File: src/rtl/mips_pkg.sv
// Shared encodings for the multi-cycle MIPS control sequencer: FSM states,
// decoded opcode/funct values and datapath select codes.
package mips_pkg;

    typedef logic [3:0] state_t;

    localparam state_t ST_FETCH_REQ = 4'd0;
    localparam state_t ST_DECODE    = 4'd1;
    localparam state_t ST_EXEC_R    = 4'd2;
    localparam state_t ST_EXEC_I    = 4'd3;
    localparam state_t ST_WB_ALU    = 4'd4;
    localparam state_t ST_MEM_ADDR  = 4'd5;
    localparam state_t ST_MEM_RD    = 4'd6;
    localparam state_t ST_MEM_WR    = 4'd7;
    localparam state_t ST_WB_MEM    = 4'd8;
    localparam state_t ST_BRANCH    = 4'd9;
    localparam state_t ST_JUMP      = 4'd10;
    localparam state_t ST_ILLEGAL   = 4'd11;
    localparam state_t ST_TIMEOUT   = 4'd12;

    localparam logic [5:0] OP_RTYPE = 6'h00;
    localparam logic [5:0] OP_ADDI  = 6'h08;
    localparam logic [5:0] OP_ADDIU = 6'h09;
    localparam logic [5:0] OP_LW    = 6'h23;
    localparam logic [5:0] OP_SW    = 6'h2B;
    localparam logic [5:0] OP_BEQ   = 6'h04;
    localparam logic [5:0] OP_J     = 6'h02;

    localparam logic [5:0] FN_ADD = 6'h20;
    localparam logic [5:0] FN_SUB = 6'h22;
    localparam logic [5:0] FN_AND = 6'h24;
    localparam logic [5:0] FN_OR  = 6'h25;
    localparam logic [5:0] FN_SLT = 6'h2A;

    localparam logic [2:0] ALU_ADD = 3'd0;
    localparam logic [2:0] ALU_SUB = 3'd1;
    localparam logic [2:0] ALU_AND = 3'd2;
    localparam logic [2:0] ALU_OR  = 3'd3;
    localparam logic [2:0] ALU_SLT = 3'd4;

    localparam logic [1:0] PC_SRC_PC4    = 2'd0;
    localparam logic [1:0] PC_SRC_BRANCH = 2'd1;
    localparam logic [1:0] PC_SRC_JUMP   = 2'd2;

    localparam logic [1:0] ALUB_RT     = 2'd0;
    localparam logic [1:0] ALUB_FOUR   = 2'd1;
    localparam logic [1:0] ALUB_IMM    = 2'd2;
    localparam logic [1:0] ALUB_IMM_SH = 2'd3;

    localparam logic [1:0] ERR_NONE    = 2'd0;
    localparam logic [1:0] ERR_ILLEGAL = 2'd1;
    localparam logic [1:0] ERR_TIMEOUT = 2'd2;

endpackage

File: src/rtl/mips_alu_decode.sv
// R-type funct field to ALU operation; unknown funct raises illegal_funct.
module mips_alu_decode
    import mips_pkg::*;
(
    input  logic [5:0] funct,
    output logic [2:0] alu_op,
    output logic       illegal_funct
);

    always_comb begin
        alu_op        = ALU_ADD;
        illegal_funct = 1'b0;
        case (funct)
            FN_ADD:  alu_op = ALU_ADD;
            FN_SUB:  alu_op = ALU_SUB;
            FN_AND:  alu_op = ALU_AND;
            FN_OR:   alu_op = ALU_OR;
            FN_SLT:  alu_op = ALU_SLT;
            default: illegal_funct = 1'b1;
        endcase
    end

endmodule

File: src/rtl/mips_mc_control.sv
// Multi-cycle MIPS control FSM. Outputs are decoded from the registered state and
// the IR opcode/funct; memory states stall on mem_ready and time out after MEM_TIMEOUT.
module mips_mc_control
    import mips_pkg::*;
#(
    parameter int         MEM_TIMEOUT  = 16,
    parameter logic [1:0] RESET_PC_SEL = 2'd0
) (
    input  logic       clk,
    input  logic       rst_n,
    input  logic [5:0] opcode,
    input  logic [5:0] funct,
    input  logic       zero,
    input  logic       mem_ready,
    output logic       mem_req,
    output logic       mem_we,
    output logic       iord,
    output logic       ir_write,
    output logic       pc_write,
    output logic [1:0] pc_src,
    output logic       alu_src_a,
    output logic [1:0] alu_src_b,
    output logic [2:0] alu_op,
    output logic       reg_write,
    output logic       reg_dst,
    output logic       mem_to_reg,
    output logic       branch,
    output logic       jump,
    output logic       retired,
    output logic [1:0] err,
    output logic [3:0] dbg_state
);

    state_t     state_q, state_d;
    logic [7:0] tmo_cnt_q, tmo_cnt_d;
    logic [2:0] fn_alu_op;
    logic       fn_illegal;
    logic       in_req;
    logic       tmo_hit;

    mips_alu_decode u_alu_decode (
        .funct         (funct),
        .alu_op        (fn_alu_op),
        .illegal_funct (fn_illegal)
    );

    assign in_req    = (state_q == ST_FETCH_REQ) || (state_q == ST_MEM_RD) || (state_q == ST_MEM_WR);
    assign tmo_hit   = ({1'b0, tmo_cnt_q} + 9'd1) >= 9'(MEM_TIMEOUT);
    assign dbg_state = state_q;

    always_comb begin
        state_d   = state_q;
        tmo_cnt_d = '0;
        case (state_q)
            ST_FETCH_REQ: if (mem_ready) state_d = ST_DECODE;
            ST_DECODE: begin
                case (opcode)
                    OP_RTYPE:          state_d = ST_EXEC_R;
                    OP_ADDI, OP_ADDIU: state_d = ST_EXEC_I;
                    OP_LW, OP_SW:      state_d = ST_MEM_ADDR;
                    OP_BEQ:            state_d = ST_BRANCH;
                    OP_J:              state_d = ST_JUMP;
                    default:           state_d = ST_ILLEGAL;
                endcase
            end
            ST_EXEC_R:   state_d = fn_illegal ? ST_ILLEGAL : ST_WB_ALU;
            ST_EXEC_I:   state_d = ST_WB_ALU;
            ST_MEM_ADDR: state_d = (opcode == OP_SW) ? ST_MEM_WR : ST_MEM_RD;
            ST_MEM_RD:   if (mem_ready) state_d = ST_WB_MEM;
            ST_MEM_WR:   if (mem_ready) state_d = ST_FETCH_REQ;
            ST_WB_ALU, ST_WB_MEM, ST_BRANCH, ST_JUMP: state_d = ST_FETCH_REQ;
            default:     state_d = state_q;
        endcase
        // A ready on the same edge the count expires takes priority over the timeout.
        if (in_req && !mem_ready) begin
            if (tmo_hit) state_d   = ST_TIMEOUT;
            else         tmo_cnt_d = tmo_cnt_q + 8'd1;
        end
    end

    always_ff @(posedge clk or negedge rst_n) begin
        if (!rst_n) begin
            state_q   <= ST_FETCH_REQ;
            tmo_cnt_q <= '0;
        end else begin
            state_q   <= state_d;
            tmo_cnt_q <= tmo_cnt_d;
        end
    end

    // Outputs are forced idle while rst_n is low so no write escapes an abort.
    always_comb begin
        mem_req    = 1'b0;
        mem_we     = 1'b0;
        iord       = 1'b0;
        ir_write   = 1'b0;
        pc_write   = 1'b0;
        pc_src     = PC_SRC_PC4;
        alu_src_a  = 1'b0;
        alu_src_b  = ALUB_RT;
        alu_op     = ALU_ADD;
        reg_write  = 1'b0;
        reg_dst    = 1'b0;
        mem_to_reg = 1'b0;
        branch     = 1'b0;
        jump       = 1'b0;
        retired    = 1'b0;
        err        = ERR_NONE;
        if (!rst_n) begin
            pc_src = RESET_PC_SEL;
        end else begin
            case (state_q)
                ST_FETCH_REQ: begin
                    mem_req = 1'b1;
                    if (mem_ready) begin
                        ir_write  = 1'b1;
                        pc_write  = 1'b1;
                        alu_src_b = ALUB_FOUR;
                    end
                end
                ST_DECODE: alu_src_b = ALUB_IMM_SH;
                ST_EXEC_R: begin
                    alu_src_a = 1'b1;
                    alu_op    = fn_alu_op;
                end
                ST_EXEC_I: alu_src_b = ALUB_IMM;
                ST_WB_ALU: begin
                    reg_write = 1'b1;
                    reg_dst   = (opcode == OP_RTYPE);
                    retired   = 1'b1;
                end
                ST_MEM_ADDR: begin
                    alu_src_a = 1'b1;
                    alu_src_b = ALUB_IMM;
                end
                ST_MEM_RD: begin
                    mem_req = 1'b1;
                    iord    = 1'b1;
                end
                ST_MEM_WR: begin
                    mem_req = 1'b1;
                    iord    = 1'b1;
                    mem_we  = 1'b1;
                    retired = mem_ready;
                end
                ST_WB_MEM: begin
                    reg_write  = 1'b1;
                    mem_to_reg = 1'b1;
                    retired    = 1'b1;
                end
                ST_BRANCH: begin
                    alu_src_a = 1'b1;
                    alu_op    = ALU_SUB;
                    branch    = 1'b1;
                    pc_src    = PC_SRC_BRANCH;
                    pc_write  = zero;
                    retired   = 1'b1;
                end
                ST_JUMP: begin
                    jump     = 1'b1;
                    pc_src   = PC_SRC_JUMP;
                    pc_write = 1'b1;
                    retired  = 1'b1;
                end
                ST_ILLEGAL: err = ERR_ILLEGAL;
                ST_TIMEOUT: err = ERR_TIMEOUT;
                default: ;
            endcase
        end
    end

endmodule
File: config.mk
export PLATFORM = sky130hd
export DESIGN_NAME = mips_mc_control
export DESIGN_NICKNAME = d
export VERILOG_FILES = /design/src/rtl/mips_pkg.sv /design/src/rtl/mips_alu_decode.sv /design/src/rtl/mips_mc_control.sv
export SDC_FILE = /design/constraint.sdc
export NUM_CORES = 1
export LEC_CHECK = 0
export BUFFER_PORTS_ARGS = -buffer_cell sky130_fd_sc_hd__buf_2
export CORE_MARGIN = 2
export CORE_UTILIZATION = 40
export CTS_CLUSTER_DIAMETER = 100
export DETAILED_ROUTE_END_ITERATION = 10
export GPL_TIMING_DRIVEN = 1
export PLACE_DENSITY = 0.65
export SETUP_SLACK_MARGIN = 0.1
export SLEW_MARGIN = 20
export SYNTH_ARGS = -nofsm -noshare
export SYNTH_HDL_FRONTEND = slang
export SYNTH_SLANG_ARGS = --single-unit
File: constraint.sdc
create_clock -name clk -period 4.2 [get_ports clk]
set_clock_uncertainty 0.15 [all_clocks]
set_input_delay 0 -clock clk [delete_from_list [all_inputs] [get_ports clk]]
set_output_delay 0 -clock clk [all_outputs]
set_load 0.01 [all_outputs]
==> flow_metrics.py, run 1 <==
metrics = {
    "status": {
        "run_status": "complete, no violations",
    },
    "clock_network": {
        "tritoncts": "built",
        "clk_pin_slew_ps": 70,
        "cts-htree-levels": 1,
        "total_setup_buffers_inserted_after_cts": 0,
        "numCtsBuffers": 3,
        "cts_sinks": 12,
        "ctsRootBufferMaster": "sky130_fd_sc_hd__clkbuf_4",
        "cts_buffer_depth": 2,
        "worst_skew_pair_later_pin_latency_ps": 270,
    },
    "global_route": {
        "grt_max_degree": 23,
        "use_met2_pct": 33.94,
        "grt_busiest_layer": "met2",
        "grt_overflow": 0,
        "grt_first_pass_wirelength_um": 4209,
        "global_route.usage.met1_pct": 25.30,
        "grt_use_met3_pct": 0.8333,
        "number_of_antenna_violations_at_the_first_check_in_global_routing": 0,
        "vias_in_the_first_global_route": 966,
        "global_route.usage.total_pct": 19.72,
    },
    "yosys": {
        "synth.distinct_cells": 44,
        "synthCells": 138,
        "yosys_most_used_dff": "sky130_fd_sc_hd__dfrtp_1",
        "synth.cell_area_mm2": 0.001006,
        "ys_top_cells_by_area": "sky130_fd_sc_hd__dfrtp_1, sky130_fd_sc_hd__nor2_1, sky130_fd_sc_hd__nand2_1",
        "seq_area_frac_synth_pct": 29.85,
        "yosys_register_bits": 12,
        "asyncSetResetFlopFracSynth_pct": 100.0,
        "yosys_warnings": 0,
        "synthDominantAreaCellType": "sky130_fd_sc_hd__dfrtp_1",
        "synth_top_area_share_pct": 29.85,
        "syn_area_per_cell_um2": 7.290,
        "synth_enable_flop_cells": 0,
    },
    "final_layout": {
        "design.final.nets": 196,
        "n_fill_cell": 252,
        "total_area_of_multi_input_combinational_cells_um2": 653.1,
        "seq_area_um2": 300.3,
        "fin_util_pct": 52.47,
        "antennaDiodeCount": 0,
        "area_growth_syn_to_layout_pct": 26.87,
        "number_of_standard_cells_in_the_final_layout_excluding_fillers": 207,
        "layout-drive-gt1-share_pct": 26.55,
    },
    "timing": {
        "setup_tns_after_final_layout_ps": 0,
        "final_setup_margin_ps": 1886,
        "report.final.slew_viol_count": 0,
        "tightestPinTransition_ps": 617.9,
        "fmax_mhz": 432.2,
        "relSlewSlack_pct": 58.80,
        "timing.final.crit_share_pct": 55.09,
        "grt_setup_unrepaired": "false",
        "setup_viol": 0,
        "hold_violations": 0,
        "period_minus_slack_ps": 2314,
    },
    "placement": {
        "dpl.hpwl_um": 2007,
        "globalplace.congestion": 0.8042,
        "placed_cells_incl_taps": 200,
        "place.port_buffers": 40,
        "placement.setup.worst_slack_ps": 2198,
    },
    "setup_path": {
        "crit_type": "flop to output port",
        "critPathLaunchType": "flop",
        "cp.required_ps": 4050,
        "timing.critical_path.to_type": "output port",
        "worst_ep_arrival_time_ps": 2160,
        "critPathMaxFanout": 21,
    },
    "routing": {
        "vias_per_cell": 5.478,
        "drt_pass_1_iters": 4,
        "antenna_left": 0,
        "vias": 1134,
        "drcViolationCount": 0,
        "finalWirelength_um": 2585,
        "detail_route.wl_per_cell_um": 12.49,
        "drtIter0Drc": 19,
    },
    "floorplan": {
        "floorplan.rows": 18,
        "ioPinCount": 41,
        "core_area_mm2": 0.002432,
        "design.die.area_mm2": 0.002932,
        "start_util_pct": 41.36,
        "die_w_um": 54.15,
        "chipHeight_um": 54.15,
    },
    "power_and_ir_drop": {
        "worst_vdd_rail_ir_drop_uv": 292.3,
        "power.density_cell_area_mw_per_mm2": 517.1,
        "p_leak_nw": 0.6132,
    },
    "worst_hold_path": {
        "hold_path.class": "input pin to asynchronous set/reset pin",
    },
    "flow_run": {
        "cap_viol_max_count": 0,
    },
}
-- synth_stat cells (3+ instances only) --
master	number
sky130_fd_sc_hd__inv_1	5
sky130_fd_sc_hd__a21oi_1	6
sky130_fd_sc_hd__nor2_1	21
sky130_fd_sc_hd__nor3_1	10
sky130_fd_sc_hd__o21ai_0	6
sky130_fd_sc_hd__nor2b_1	4
sky130_fd_sc_hd__nand2_1	14
sky130_fd_sc_hd__dfrtp_1	12
sky130_fd_sc_hd__or3_1	3
sky130_fd_sc_hd__nor4_1	3
sky130_fd_sc_hd__clkbuf_1	9
sky130_fd_sc_hd__nand3_1	4
sky130_fd_sc_hd__nand2b_1	5
-- layout make-up --
| class | instances | area share [%] |
|---|---|---|
| Clock buffer | 4 | 2.843 |
| Inverter | 5 | 1.471 |
| Multi-Input combinational cell | 113 | 51.18 |
| Sequential cell | 12 | 23.53 |
| Tap cell | 30 | 2.941 |
| Timing Repair Buffer | 43 | 18.04 |
-- layout by cell type, fill, tap and decap left out, types with 5 or more instances in the layout --
cell / n
sky130_fd_sc_hd__a21oi_1: 6
sky130_fd_sc_hd__nand2_1: 14
sky130_fd_sc_hd__nor2_1: 21
sky130_fd_sc_hd__nand2b_1: 5
sky130_fd_sc_hd__nor3_1: 10
sky130_fd_sc_hd__buf_2: 40
sky130_fd_sc_hd__inv_1: 5
sky130_fd_sc_hd__o21ai_0: 6
sky130_fd_sc_hd__dfrtp_1: 12
-- worst paths after layout --
| path | startpoint | end | slack, ps | depth (start not counted) |
|---|---|---|---|---|
| hold / removal | rst_n | tmo_cnt_q[0]$_DFF_PN0_ | 5 | 2 |
| setup reg to reg | dbg_state[0]$_DFF_PN0_ | dbg_state[3]$_DFF_PN0_ | 2010 | 4 |
| hold reg to reg | tmo_cnt_q[0]$_DFF_PN0_ | tmo_cnt_q[0]$_DFF_PN0_ | 380 | 1 |
| min in group clk | mem_ready | tmo_cnt_q[1]$_DFF_PN0_ | 60 | 3 |
| max in group asynchronous | rst_n | tmo_cnt_q[5]$_DFF_PN0_ | 3650 | 2 |
| setup / recovery | dbg_state[0]$_DFF_PN0_ | alu_op[2] | 1890 | 5 |
-- worst max-delay path: stages, from the launching register on --
cell and delay [ps]:
sky130_fd_sc_hd__dfrtp_1 600, sky130_fd_sc_hd__nand2b_1 320, sky130_fd_sc_hd__nor3_1 410, sky130_fd_sc_hd__nand3_1 160
sky130_fd_sc_hd__nor4_1 220, sky130_fd_sc_hd__buf_2 170
-- state kept, by name, summed over array words and instances, names as in the netlist --
register and cells:
dbg_state 4, tmo_cnt_q 8
-- power by group --
part | total (W) | switching, W | internal (W)
clock network | 0.0000894 | 0.0000367 | 0.0000527
registers | 0.000224 | 0.0000893 | 0.000135
logic | 0.000347 | 0.000193 | 0.000153
total | 0.000660 | 0.000319 | 0.000341
-- routing by layer --
metal  up-vias  routed length [µm]  part of all wire (%)
met1       523                1129                    44
met4         0                  44                   1.7
li1        570                   -                     -
met3         4                 122                   4.7
met5         -                   0                     0
met2        37                1288                    50
-- cell families after synthesis --
logic type | Yosys count | synth area share [%]
AND/OR/NAND/NOR | 75 | 38.19
other | 1 | 0.3728
adder cells (fa/ha/maj) | 2 | 2.487
XOR/XNOR | 2 | 1.742
AO/OA/AOI/OAI | 30 | 21.02
buffers and inverters | 16 | 6.343
flip-flops | 12 | 29.85
-- per-stage QoR --
| step | total power (W) | instance area [µm²] | hold slack [ps] |
|---|---|---|---|
| CTS | 0.0006670 | 1276 | 10.30 |
| global route | 0.0007253 | 1276 | 31.77 |
| finish | 0.0006600 | 1276 | 4.944 |
| detailed placement | 0.0005690 | 1210 | -231.9 |
| global placement | 0.0005663 | 1210 | -225.9 |
| floorplan | 0.0004660 | 1017 | -445.6 |
-- timing repair --
item                                   CTS  global route
gates resized for setup                  0             0
endpoints found under the hold margin   13             0
hold buffers                             3             0
Note: power is estimated with default switching activity, not from simulation.
==> run 2, diff against run 1 <==
Settings changed: PLACE_DENSITY 0.65 to 0.68.
Clock period 4.2 ns to 1.9 ns, I/O delays scaled along.
==> run 2 against run 1 <==
Effect of this change: critical path depth down 1; final cell count up 9.7%; worst hold slack better by 66 ps; die area unchanged; global-route usage up 2.1 points; clock-buffer cell count unchanged; largest power group unchanged; highest routed layer is now met3.
==> flow_metrics.py, run 2 (synthesized netlist as in run 1, its figures left out) <==
metrics = {
    "status": {
        "run_status": "complete, no violations",
    },
    "clock_network": {
        "cts_buffer_depth": 2,
        "cts_sinks": 12,
        "numCtsBuffers": 3,
        "clk_pin_slew_ps": 80,
        "tritoncts": "built",
        "ctsRootBufferMaster": "sky130_fd_sc_hd__clkbuf_4",
        "cts-htree-levels": 1,
        "worst_skew_pair_later_pin_latency_ps": 260,
    },
    "setup_path": {
        "cp.required_ps": 1750,
        "cp_cell_sequence": "buf_6 -> or3_4 -> nor4_2 -> buf_2",
        "timing.critical_path.to_type": "output port",
        "worst_r2r_startpoint": "tmo_cnt_q[1]$_DFF_PN0_",
        "reg2reg_slack_ps": 120,
        "crit_type": "flop to output port",
        "reg2regPathDepth": 6,
        "r2r-end": "tmo_cnt_q[3]$_DFF_PN0_",
        "crit_path_top_delay_cell": "sky130_fd_sc_hd__dfrtp_2",
        "path_delay_family": "simple AND/OR/NAND/NOR gates",
        "worst_ep_arrival_time_ps": 1630,
        "critPathLaunchType": "flop",
        "cp.buffers_inverters": 2,
        "critPathMaxFanout": 8,
        "worst_path_largest_cell_delay_ps": 430,
    },
    "timing": {
        "hold_violations": 0,
        "final_setup_margin_ps": 121.2,
        "period_minus_slack_ps": 1779,
        "setup_tns_after_final_layout_ps": 0,
        "fmax_mhz": 562.2,
        "setup_viol": 0,
        "report.final.slew_viol_count": 0,
        "worst_hold_slack_after_final_layout_ps": 70.46,
        "grt_setup_unrepaired": "true",
        "timing.final.crit_share_pct": 93.62,
    },
    "routing": {
        "detail_route.wl_per_cell_um": 14.30,
        "drcViolationCount": 0,
        "vias_per_cell": 5.463,
        "finalWirelength_um": 3247,
        "vias": 1240,
        "antenna_left": 0,
        "drtIter0Drc": 29,
        "drt_pass_1_iters": 4,
    },
    "placement": {
        "placed_cells_incl_taps": 209,
        "globalplace.congestion": 0.8826,
        "dpl.hpwl_um": 2124,
        "placement.setup.worst_slack_ps": 49.39,
        "place.port_buffers": 40,
        "placed_area_mm2": 0.001290,
    },
    "power_and_ir_drop": {
        "power_share_of_the_clock_group_pct": 10.3,
        "worst_vdd_rail_ir_drop_uv": 793.1,
        "seq_power_share_pct": 18.9,
        "power.switching_fraction_pct": 45.71,
        "p_leak_nw": 0.7467,
        "p_comb_share_pct": 70.8,
        "p_int_w": 0.001048,
        "power.density_cell_area_mw_per_mm2": 1221,
        "netsw_w": 0.0008821,
    },
    "final_layout": {
        "final_cell_mix": "sky130_fd_sc_hd__buf_2, sky130_fd_sc_hd__nor2_1, sky130_fd_sc_hd__buf_4",
        "number_of_standard_cells_in_the_final_layout_excluding_fillers": 227,
        "design.final.nets": 216,
        "largest_register_ff_count": 8,
        "layout-drive-gt1-share_pct": 48.73,
        "antennaDiodeCount": 0,
        "n_fill_cell": 227,
        "max_flop_register": "tmo_cnt_q",
        "total_area_of_multi_input_combinational_cells_um2": 778.2,
        "mostFrequentLayoutCell": "sky130_fd_sc_hd__buf_2",
        "area_growth_syn_to_layout_pct": 57.09,
        "final_area_mm2": 0.001580,
        "seq_area_um2": 305.3,
    },
    "global_route": {
        "grt_busiest_layer": "met2",
        "grt_first_pass_wirelength_um": 4719,
        "number_of_antenna_violations_at_the_first_check_in_global_routing": 0,
        "use_met2_pct": 39.96,
        "grt_max_degree": 19,
        "vias_in_the_first_global_route": 1107,
        "global_route.usage.met1_pct": 27.06,
        "global_route.usage.total_pct": 21.83,
        "grt_use_met3_pct": 2.778,
        "grt_overflow": 0,
    },
    "floorplan": {
        "floorplan.rows": 18,
        "die_w_um": 54.15,
        "core_area_mm2": 0.002432,
        "design.die.area_mm2": 0.002932,
        "ioPinCount": 41,
        "start_util_pct": 41.36,
        "chipHeight_um": 54.15,
    },
    "worst_hold_path": {
        "hold_path.class": "input pin to asynchronous set/reset pin",
    },
    "flow_run": {
        "cap_viol_max_count": 0,
    },
}
-- run 2: routing by layer --
| layer | wire, µm | up-vias |
|---|---|---|
| li1 | - | 613 |
| met3 | 186 | 0 |
| met1 | 1418 | 582 |
| met5 | 0 | - |
| met4 | 0 | 0 |
| met2 | 1643 | 45 |
-- run 2: stage by stage --
step                      power [W]  util, %
after floorplan            0.001030        -
after global placement     0.001369    53.04
after detailed placement   0.001374    53.04
after CTS                  0.001728    59.41
after global routing       0.002068    64.97
final                      0.001930    64.97
-- run 2: repair_timing --
item                                    CTS  global route
endpoints found under the setup margin   18            15
pin swaps                                 3             9
setup buffers                             5             6
gates resized for setup                  13            21
hold buffers                              3             0
endpoints found under the hold margin    13             0
-- run 2: cell type report --
class / instances / share of cell area [%]
well taps: 30 / 2.375
flip-flops and latches: 12 / 19.32
repair buffers: 63 / 25.57
multi-input cells: 113 / 49.25
inverters: 5 / 1.188
clock buffers: 4 / 2.296
-- run 2: worst reg2reg max path: cells and delay by family, from the launching register on --
| family | cells | cell delay [ps] |
|---|---|---|
| AND/OR/NAND/NOR | 4 | 950 |
| flip-flops | 1 | 360 |
| adder cells (fa/ha/maj) | 1 | 190 |
| AO/OA/AOI/OAI | 1 | 70 |
-- run 2: how the worst max path moves through the flow --
stage,start,to,slack [ps],depth (start not counted)
after floorplan,dbg_state[3]$_DFF_PN0_,alu_op[2],110,5
after global placement,tmo_cnt_q[1]$_DFF_PN0_,dbg_state[0]$_DFF_PN0_,100,6
after detailed placement,tmo_cnt_q[1]$_DFF_PN0_,dbg_state[0]$_DFF_PN0_,50,6
after CTS,dbg_state[0]$_DFF_PN0_,reg_dst,80,4
after global routing,dbg_state[1]$_DFF_PN0_,alu_src_a,40,8
final,dbg_state[1]$_DFF_PN0_,reg_dst,120,4
-- run 2: power groups by stage --
stage	Sequential [W]	Clock, W	Combinational (W)
after detailed placement	0.000387	0	0.000987
after global placement	0.000384	0	0.000985
final	0.000364	0.000199	0.00137
after floorplan	0.000348	0	0.000682
after global routing	0.000367	0.000217	0.00148
after CTS	0.000363	0.000203	0.00116
==> run 3, diff against run 2 <==
Settings changed: BUFFER_PORTS_ARGS -buffer_cell sky130_fd_sc_hd__buf_2 to -buffer_cell sky130_fd_sc_hd__buf_4.
==> run 3 against run 2 <==
Effect of this change: utilization is 5.8 points higher; first-iteration DRC count increased by 97%; final cell count rose by 1.3%; wire length is 4.6% higher; fmax decreased by 3.4%; critical path type unchanged; largest power group unchanged; highest routed layer is now met4.
==> flow_metrics.py, run 3 (synthesized netlist as in run 1, its figures left out) <==
metrics = {
    "routing": {
        "vias_per_cell": 5.617,
        "drtIter0Drc": 57,
        "drcViolationCount": 0,
        "finalWirelength_um": 3397,
        "detail_route.wl_per_cell_um": 14.77,
        "drt_pass_1_iters": 4,
        "vias": 1292,
        "antenna_left": 0,
    },
    "timing": {
        "setup_viol": 0,
        "report.final.slew_viol_count": 0,
        "setup_tns_after_final_layout_ps": 0,
        "final_setup_margin_ps": 59.22,
        "grt_setup_unrepaired": "true",
        "tightestPinTransition_ps": 547.4,
        "hold_violations": 0,
        "relSlewSlack_pct": 63.39,
        "period_minus_slack_ps": 1841,
        "worst_hold_slack_after_final_layout_ps": 74.53,
        "fmax_mhz": 543.2,
        "timing.final.crit_share_pct": 96.88,
    },
    "final_layout": {
        "max_flop_register": "tmo_cnt_q",
        "design.final.nets": 219,
        "n_fill_cell": 192,
        "antennaDiodeCount": 0,
        "final_cell_mix": "sky130_fd_sc_hd__buf_4, sky130_fd_sc_hd__nor2_1, sky130_fd_sc_hd__nand2_1",
        "area_growth_syn_to_layout_pct": 71.02,
        "mostFrequentLayoutCell": "sky130_fd_sc_hd__buf_4",
        "layout-drive-gt1-share_pct": 49.00,
        "largest_register_ff_count": 8,
    },
    "clock_network": {
        "tritoncts": "built",
        "cts_sinks": 12,
        "worst_skew_pair_later_pin_latency_ps": 290,
        "numCtsBuffers": 3,
        "clk_pin_slew_ps": 80,
        "cts-htree-levels": 1,
        "ctsRootBufferMaster": "sky130_fd_sc_hd__clkbuf_4",
        "cts_buffer_depth": 2,
    },
    "placement": {
        "globalplace.congestion": 0.8400,
        "place.port_buffers": 40,
        "placement.setup.worst_slack_ps": 31.87,
        "dpl.hpwl_um": 2120,
    },
    "floorplan": {
        "core_area_mm2": 0.002432,
        "die_w_um": 54.15,
        "ioPinCount": 41,
        "chipHeight_um": 54.15,
        "design.die.area_mm2": 0.002932,
        "floorplan.rows": 18,
        "start_util_pct": 41.36,
    },
    "global_route": {
        "number_of_antenna_violations_at_the_first_check_in_global_routing": 0,
        "global_route.usage.total_pct": 23.60,
        "grt_overflow": 0,
        "grt_max_degree": 19,
        "grt_first_pass_wirelength_um": 5002,
        "vias_in_the_first_global_route": 1177,
    },
    "power_and_ir_drop": {
        "p_leak_nw": 0.7839,
        "worst_vdd_rail_ir_drop_uv": 867.7,
        "power.density_cell_area_mw_per_mm2": 1196,
    },
    "setup_path": {
        "worst_path_largest_cell_delay_ps": 420,
        "critPathMaxFanout": 8,
        "critical-path-top-cell-by-count": "sky130_fd_sc_hd__buf_4",
        "worst_ep_arrival_time_ps": 1690,
        "cp.buffers_inverters": 2,
        "crit_path_top_delay_cell": "sky130_fd_sc_hd__dfrtp_2",
        "r2r-end": "tmo_cnt_q[2]$_DFF_PN0_",
        "crit_type": "flop to output port",
        "path_delay_family": "simple AND/OR/NAND/NOR gates",
        "timing.critical_path.to_type": "output port",
        "cp.required_ps": 1750,
        "reg2regPathDepth": 6,
        "critPathLaunchType": "flop",
        "reg2reg_slack_ps": 80,
        "worst_r2r_startpoint": "tmo_cnt_q[1]$_DFF_PN0_",
        "cp_cell_sequence": "buf_4 -> or3_4 -> nor4_4 -> buf_4",
    },
    "worst_hold_path": {
        "timing.hold.worst_endpoint": "dbg_state[0]$_DFF_PN0_",
        "hold_critical_path_depth": 4,
        "hold_path.class": "input pin to flop",
        "worstHoldStart": "opcode[3]",
    },
    "status": {
        "run_status": "complete, no violations",
    },
    "flow_run": {
        "cap_viol_max_count": 0,
    },
}
## run 3: worst min-delay path, cell delays in order
cell and delay [ps]:
sky130_fd_sc_hd__buf_4 90, sky130_fd_sc_hd__a41o_1 180, sky130_fd_sc_hd__a211oi_2 40, sky130_fd_sc_hd__nor3_2 150
## run 3: how the worst max path moves through the flow
stage | start | to | slack, ps | depth (start not counted)
after global placement | tmo_cnt_q[1]$_DFF_PN0_ | dbg_state[0]$_DFF_PN0_ | 110 | 6
after global routing | dbg_state[1]$_DFF_PN0_ | reg_dst | 30 | 4
after detailed placement | tmo_cnt_q[1]$_DFF_PN0_ | tmo_cnt_q[2]$_DFF_PN0_ | 30 | 6
after CTS | dbg_state[1]$_DFF_PN0_ | alu_op[0] | 90 | 6
after floorplan | dbg_state[3]$_DFF_PN0_ | alu_op[2] | 110 | 5
final | dbg_state[1]$_DFF_PN0_ | reg_dst | 60 | 4
## run 3: report_power, final
part | leakage [nW] | internal (W) | switching [W]
clock | 0.0210 | 0.000117 | 0.0000933
combinational | 0.614 | 0.000696 | 0.000803
sequential | 0.149 | 0.000307 | 0.0000413
total | 0.784 | 0.00112 | 0.000937
## run 3: through the flow
stage	power, W	util, %	cell area [µm²]	instances
final	0.002057	70.73	1720	230
after CTS	0.001890	65.74	1599	226
after global placement	0.001455	56.84	1383	208
after global routing	0.002186	70.73	1720	230
after floorplan	0.001030	-	1017	141
after detailed placement	0.001452	56.84	1383	208
## run 3: timing repair
| item | 4_1_cts | 5_1_grt |
|---|---|---|
| pin swaps | 4 | 3 |
| hold buffers | 4 | 0 |
| buffers inserted | 10 | 4 |
| setup endpoints to repair | 23 | 15 |
| resized for setup | 15 | 21 |
| endpoints found under the hold margin | 18 | 0 |
## run 3: final cells by class
cell class                      instances  area [µm²]  share of cell area (%)
Sequential cell                        12       304.0                   17.67
Multi-Input combinational cell        113       802.0                   46.62
Timing Repair Buffer                   66       521.8                   30.33
Inverter                                5       18.77                   1.091
Tap cell                               30       37.54                   2.182
Clock buffer                            4       36.28                   2.109
## run 3: per-layer routing
layer,up-vias,GRT usage [%],routed length [µm]
met1,593,29.81,1397
li1,615,-,-
met2,73,39.56,1634
met5,-,0,0
met3,11,2.222,269
met4,0,12.08,95
